==> src/rtl/mips_core.sv <==
// mips_core -- single-cycle MIPS subset core (lw, sw, beq, j, add/sub/and/or/slt).
// Instruction and data memories live outside the core and are read combinationally.
// Ports:
//   clock, reset      rising-edge clock, async active-low reset
//   pcout / inst      fetch address and fetched instruction
//   dmemout           data memory read data at aluout
//   aluout / rd2      data memory address / write data
//   waddrout, wdout, rd1, aluop2out, ALUCtr  datapath debug taps
//   RegDst..RegWrite, ALUOp                  main control outputs
module mips_core #(
   parameter logic [31:0] RESET_PC = 32'h0000_0000
) (
   input  logic        clock,
   input  logic        reset,
   output logic [31:0] pcout,
   input  logic [31:0] inst,
   output logic [4:0]  waddrout,
   output logic [31:0] wdout,
   output logic [31:0] rd1,
   output logic [31:0] rd2,
   output logic [31:0] aluop2out,
   output logic [31:0] aluout,
   input  logic [31:0] dmemout,
   output logic [2:0]  ALUCtr,
   output logic        RegDst,
   output logic        Jump,
   output logic        Branch,
   output logic        MemRead,
   output logic        MemtoReg,
   output logic        MemWrite,
   output logic        ALUSrc,
   output logic        RegWrite,
   output logic [1:0]  ALUOp
);

   logic [31:0] regs [32];
   logic [5:0]  op, funct;
   logic [4:0]  rs, rt, rd;
   logic [31:0] imm_ext, pc4, pc_next;
   logic        zero;
   logic        unused_shamt;

   assign op    = inst[31:26];
   assign rs    = inst[25:21];
   assign rt    = inst[20:16];
   assign rd    = inst[15:11];
   assign funct = inst[5:0];
   assign unused_shamt = ^inst[10:6];

   assign imm_ext = {{16{inst[15]}}, inst[15:0]};

   // main control
   always_comb begin
      {RegDst, ALUSrc, MemtoReg, RegWrite, MemRead, MemWrite, Branch, Jump} = 8'b0;
      ALUOp = 2'b00;
      case (op)
         6'b000000: begin RegDst = 1'b1; RegWrite = 1'b1; ALUOp = 2'b10; end
         6'b100011: begin ALUSrc = 1'b1; MemtoReg = 1'b1; RegWrite = 1'b1; MemRead = 1'b1; end
         6'b101011: begin ALUSrc = 1'b1; MemWrite = 1'b1; end
         6'b000100: begin Branch = 1'b1; ALUOp = 2'b01; end
         6'b000010: Jump = 1'b1;
         default: ;
      endcase
   end

   // ALU control
   always_comb begin
      ALUCtr = 3'b010;
      case (ALUOp)
         2'b01: ALUCtr = 3'b110;
         2'b10: begin
            case (funct)
               6'b100010: ALUCtr = 3'b110;
               6'b100100: ALUCtr = 3'b000;
               6'b100101: ALUCtr = 3'b001;
               6'b101010: ALUCtr = 3'b111;
               default:   ALUCtr = 3'b010;
            endcase
         end
         default: ALUCtr = 3'b010;
      endcase
   end

   // $0 is never written, but the read mux keeps it zero regardless of array contents
   assign rd1 = (rs == 5'd0) ? 32'd0 : regs[rs];
   assign rd2 = (rt == 5'd0) ? 32'd0 : regs[rt];

   assign aluop2out = ALUSrc ? imm_ext : rd2;

   always_comb begin
      case (ALUCtr)
         3'b010:  aluout = rd1 + aluop2out;
         3'b110:  aluout = rd1 - aluop2out;
         3'b000:  aluout = rd1 & aluop2out;
         3'b001:  aluout = rd1 | aluop2out;
         3'b111:  aluout = {31'd0, $signed(rd1) < $signed(aluop2out)};
         default: aluout = 32'd0;
      endcase
   end

   assign zero     = (aluout == 32'd0);
   assign waddrout = RegDst ? rd : rt;
   assign wdout    = MemtoReg ? dmemout : aluout;

   assign pc4 = pcout + 32'd4;

   always_comb begin
      if (Jump)
         pc_next = {pc4[31:28], inst[25:0], 2'b00};
      else if (Branch && zero)
         pc_next = pc4 + {imm_ext[29:0], 2'b00};
      else
         pc_next = pc4;
   end

   always_ff @(posedge clock or negedge reset) begin
      if (!reset) begin
         pcout <= RESET_PC;
         for (int i = 0; i < 32; i++) regs[i] <= 32'd0;
      end else begin
         pcout <= pc_next;
         if (RegWrite && waddrout != 5'd0) regs[waddrout] <= wdout;
      end
   end

endmodule

==> config.mk <==
export PLATFORM = sky130hd
export DESIGN_NAME = mips_core
export DESIGN_NICKNAME = d
export VERILOG_FILES = /design/src/rtl/mips_core.sv
export SDC_FILE = /design/constraint.sdc
export NUM_CORES = 2
export LEC_CHECK = 0
export CORE_ASPECT_RATIO = 2
export CORE_MARGIN = 1.5
export CORE_UTILIZATION = 45
export DETAILED_ROUTE_END_ITERATION = 10
export PLACE_DENSITY = 0.67
export SYNTH_ARGS = -nofsm -noshare
export SYNTH_HDL_FRONTEND = slang
export SYNTH_SLANG_ARGS = --single-unit
export TNS_END_PERCENT = 20
==> constraint.sdc <==
create_clock -name clock -period 21.8 [get_ports clock]
set_clock_uncertainty 0.05 [all_clocks]
set_input_delay 4.36 -clock clock [delete_from_list [all_inputs] [get_ports clock]]
set_output_delay 4.36 -clock clock [all_outputs]
set_load 0.02 [all_outputs]
# After elaboration in Yosys (flattened, before gate mapping)
# Index checks and enable logic that the tools add are counted.
[word_totals]
regBits = 1056
in_bits = 66
output_inout_bits = 210
word_cells = 99
[op_classes]
n_addsub = 4
n_lt_le_gt_ge = 5
eq_ne = 14
mux = 27
bitwise_logic = 5
reduce_logical = 11
[op_table]
columns = ["cell", "n"]
rows = [
  ["$bwmux W1024", 1],
  ["$mux W32", 11],
  ["$bmux W32 S5", 2],
  ["$demux W32 S5", 1],
  ["$pmux W32 S5", 1],
  ["$add A32 B32 Y32", 2],
  ["$eq A6 B6 Y1 const B", 6],
  ["$add A32 B3 Y32 const B", 1],
  ["$and A32 B32 Y32", 1],
  ["$logic_not A32 Y1", 1],
  ["$lt A32 B32 Y1", 1],
  ["$or A32 B32 Y32", 1],
  ["$sub A32 B32 Y32", 1],
  ["$ge A6 B6 Y1 const B", 3],
  ["$not A5 Y6", 3],
  ["$pmux W3 S4", 1],
  ["$logic_not A5 Y1", 2],
  ["$mux W1", 7],
  ["$eq A3 B3 Y1 const B", 2],
  ["$eq A6 B2 Y1 const B", 1],
  ["$eq A6 B3 Y1 const B", 1],
  ["$logic_not A6 Y1", 1],
  ["$lt A6 B1 Y1 const B", 1],
  ["$pmux W3 S2", 1],
  ["other kinds (10)", 13],
]

# Longest topological paths before layout
[depth]
depth_word = 12
ltp_mapped = 33
depth_no_buf = 27

# Worst setup path after synthesis
# No wires, ideal clock.
[synth_path]
kind = "input-to-output"
startpoint = "input inst[21]"
endpoint = "output wdout[26]"
arrival_ns = 11.185
t_required_ns = 17.390
slack_ns = 6.205
path_stages = 25
path_buffers = 6
cell_sequence = "clkbuf_1 > buf_1 > clkbuf_1 > buf_1 > mux4_2 > mux4_2 > nand2_1 > a21oi_1 > ha_1 > clkbuf_1 > nand3b_1 > a21oi_1 > nor3_1 > o221ai_1 > a21oi_1 > o21bai_1 > nor3_1 > a221oi_1 > a311o_1 > o211ai_1 > nand2_1 > o311ai_0 > mux2i_1 > clkbuf_1 > inv_1"
[synth_between]
elab_chain_len = 8
elab_cells_between_ends = 12
classes_between = "2 x add/sub; 6 x mux; 3 x bitwise; 1 x reduce/logical"
[synth_lines]
columns = ["element", "line", "source"]
rows = [
  ["from (decl)", "16", "input logic [31:0] inst,"],
  ["$not A5 Y6 (implied by the code)", "85", "assign rd1 = (rs == 5'd0) ? 32'd0 : regs[rs];"],
  ["$bmux W32 S5", "85", ""],
  ["$mux W32 (implied by the code) (2 in series)", "85", ""],
  ["$mux W32 (*)", "85", ""],
  ["net rd1[14]", "19", "output logic [31:0] rd1,"],
  ["$sub A32 B32 Y32 or $add A32 B32 Y32 (tied branches)", "93, 92", ""],
  ["$pmux W32 S5 (*)", "91", "case (ALUCtr)"],
  ["net aluout[26]", "22", "output logic [31:0] aluout,"],
  ["$mux W32 (*)", "103", "assign wdout = MemtoReg ? dmemout : aluout;"],
  ["to (decl)", "18", "output logic [31:0] wdout,"],
]
# The timed path passes the listed nets; every way through them passes the cells marked *. The select of a mux whose other input is x is not followed.

# Worst setup path in the final report
[layout_path]
startpoint = "input inst[17]"
endpoint = "output wdout[30]"
[layout_between]
elab_chain_len = 9
elab_cells_between_ends = 13
classes_between = "2 x add/sub; 7 x mux; 3 x bitwise; 1 x reduce/logical"
[layout_lines]
columns = ["element", "line", "source"]
rows = [
  ["$not A5 Y6 (implied by the code)", "86", "assign rd2 = (rt == 5'd0) ? 32'd0 : regs[rt];"],
  ["$bmux W32 S5", "86", ""],
  ["$mux W32 (implied by the code) (2 in series)", "86", ""],
  ["$mux W32 (*)", "86", ""],
  ["$mux W32 (*)", "88", "assign aluop2out = ALUSrc ? imm_ext : rd2;"],
  ["$sub A32 B32 Y32, or another cell as far along", "93", "3'b110: aluout = rd1 - aluop2out;"],
  ["$pmux W32 S5 (*)", "91", ""],
  ["$mux W32 (*)", "103", ""],
]
# Mark *: on every way between the ends. The rest lies on a longest branch, timed or not. The select of a mux whose other input is x is not followed.

==> qor.txt <==
Sw Share: 0.2866
Worst EP required: 17.39 ns
Global-route usage over all layers: 0.3247
Reg2reg end: pcout[29]$_DFF_PN0_
WS Path Type: input port to primary output
Vias in the first global route: 52540
Fin crit share: 0.8010
Ys Warns: 0
Post-synth top cells: nand2_1, o21ai_0, dfrtp_1, clkbuf_1, mux4_2
Layout Cells excl Fill: 7988
Port Buf Inserts: 273
Multiplexer area fraction after synthesis: 0.2122
Compound-Gate Fraction of Synth Area: 0.1648
Share of flip-flops with an asynchronous set or reset: 1.000
Vias: 51800
DIE AREA: 140700 sq um
IO Pins: 276
Power share of the combinational group: 0.166
Resize count post-CTS: 0
Syn Inst Count: 6282
Routed WL: 228.5 mm
Avg Inst Size Synth: 9.906 sq um
Largest net degree at the start of global routing: 192
Die W: 265.9 um
Max IR drop VDD: 57.16 uV
Register area share after synthesis: 0.4239
Final Max Tran Viols: 0
DRC viols: 0
Worst R2R Setup Slack: 13.37 ns
Worst hold path class: flop to flop
Synth Flop Type: dfrtp_1
Crit path launch type: input port
Tmin final: 17.46 ns
Synth top area cells: dfrtp_1, mux4_2, o21ai_0
Root buffer cell: clkbuf_16
Hold slack final: 0.3507 ns
Clock Sinks: 1054
Die H: 528.9 um
Antenna viol nets, final: 0
NumNets Final: 6368
Layout cell share with drive strength beyond 1: 0.1385
CP arrival: 13.05 ns
GPL Wtd Cong: 0.9927
Worst skew pair latency: 0.70 ns
Initial Utilization: 0.4544
Core ar.: 136900 sq um
Post-Syn Area: 62230 sq um
First-pass iteration count of the detailed router: 6
Final setup viols: 0
Post-CTS Setup Inserts: 0
Fmax: 57.27 MHz
Worst R2R Path Depth: 20
FF-to-FF Start: regs[773]$_DFFE_PN0P_
Initial antenna violation count: 6
Clk buf depth: 3
Vias per inst: 6.485
Synth top area share: 0.4239
Initial DRC Count: 5162
Synth Area in XOR/XNOR: 0.008445
Maximum fanout along the worst path: 58
Cell with the most instances after synthesis: nand2_1
Syn-to-layout area delta: 11.38%
RSZ-0062 raised after global routing: no
Worst Setup End Kind: primary output
#FFs+latches synth: 1054
Hold_sp: regs[1010]$_DFFE_PN0P_
Leakage power: 0.03006 uW
Outcome: finished clean
Final setup TNS: 0 ns
Final Hold Vio Count: 0
Clock power share: 0.382
Pwr/cell area: 64.73 nW/um^2
EDFF count, synth: 0
Routed len/inst: 28.61 um
Clk slew on worst S/H paths: 0.06 ns
Hold_buf cts: 0
TritonCTS clock tree: done
Largest area contributor in the netlist: dfrtp_1
Adder-cell area share of the yosys netlist: 0.02731
Post-placement cell count: 7819
Sequential share of power: 0.452
Int Pwr: 3200 uW
Post-detail-place hpwl: 139.3 mm
Hold Path Stages: 0
Area share of and/or/nand/nor cells after synthesis: 0.1158
Sw Pwr: 1286 uW
Synth cell types: 88
GR Overflow Total: 0
Htree depth: 3
First-pass GRT wire length: 337.1 mm
Tightest Pin Transition: 1.370 ns
Largest family of logic cells by synthesized area: multiplexers
# rows: 192
Slew headroom: 0.08634
Max-cap violations: 0
Worst Hold Path EP: regs[1010]$_DFFE_PN0P_
CTS Buf Count: 93
registers in the layout, summed over array words and instances, names as in the netlist:
signal  flops
regs     1024
pcout      30
final cells by class:
class                      count  area [sq um]
timing repair buffer         385          3675
clock inverter                27         292.8
multi-input combinational   4460         33350
antenna                        3         7.507
clock buffer                 139          2773
inverter                     174         653.1
fill                       12330         67620
sequential                  1054         26380
tap                         1746          2185
worst max path at each step:
stage,cells after the start,slack [ns],start,endpoint
2_1_floorplan,25,6.21,inst[21],wdout[26]
3_3_place_gp,26,4.84,inst[17],wdout[30]
3_5_place_dp,26,4.89,inst[17],wdout[30]
4_1_cts,26,4.90,inst[17],wdout[30]
5_1_grt,26,4.07,inst[17],wdout[30]
6_report,26,4.34,inst[17],wdout[30]
power groups by stage:
stage	Combinational [uW]	Clock, uW	Sequential [uW]
2_1_floorplan	431	0	2070
3_3_place_gp	725	0	2060
3_5_place_dp	732	0	2060
4_1_cts	735	1730	2030
5_1_grt	796	1800	2030
6_report	744	1720	2030
worst max-delay path, cell delays in order:
cell and delay (ns):
buf_6 0.45, or2_4 0.61, buf_4 0.80, o21ai_0 0.49
o22ai_1 0.28, nor3_1 0.10, o21a_1 0.31, and2_1 0.20
a21oi_1 0.58, ha_1 0.46, inv_1 0.24, a21oi_1 0.48
o221ai_1 0.23, a21oi_1 0.23, o21bai_1 0.11, nor3_1 0.15
a221oi_1 0.10, buf_4 0.21, a311o_1 0.42, o41ai_1 0.46
mux2i_1 0.13, o2bb2ai_1 0.26, mux2i_2 0.20, buf_4 0.35
inv_1 0.15, clkdlybuf4s50_1 0.57
per-layer routing:
metal	routed length, um	up-vias	global-route usage	part of all wire
li1	-	22340	-	-
met1	78390	25820	0.3649	0.34
met2	110700	2721	0.5435	0.48
met3	19170	920	0.06118	0.084
met4	20300	2	0.2498	0.089
met5	11	-	0	0.000048
metrics by stage:
step | setup WS (ns) | instance area, sq um | power [uW] | utilization
2_1_floorplan | 6.205 | 62230 | 2497 | -
3_3_place_gp | 4.843 | 66230 | 2787 | 0.4837
3_5_place_dp | 4.890 | 66230 | 2797 | 0.4837
4_1_cts | 4.896 | 69300 | 4489 | 0.5061
5_1_grt | 4.071 | 69300 | 4628 | 0.5061
6_report | 4.338 | 69310 | 4486 | 0.5061
cell families after synthesis:
logic type / after synthesis
adders and majority gates: 134
buffers and inverters: 769
xor gates and xnor gates: 60
DFF: 1054
other: 1
AOI/OAI and AO/OA: 1810
and+or+nand+nor: 1684
muxes: 770
placed cells by master (no fill, tap or decap), drive strengths merged, types with 88 or more instances in the layout:
| cell | instances |
|---|---|
| nor2 | 167 |
| o21ai | 1140 |
| buf | 123 |
| clkdlybuf4s50 | 262 |
| a21oi | 244 |
| dfrtp | 1054 |
| clkbuf | 139 |
| mux2i | 271 |
| o22ai | 88 |
| mux4 | 431 |
| ha | 131 |
| inv | 176 |
| nand2 | 1143 |
No activity file was read; power rests on OpenSTA's default activity.
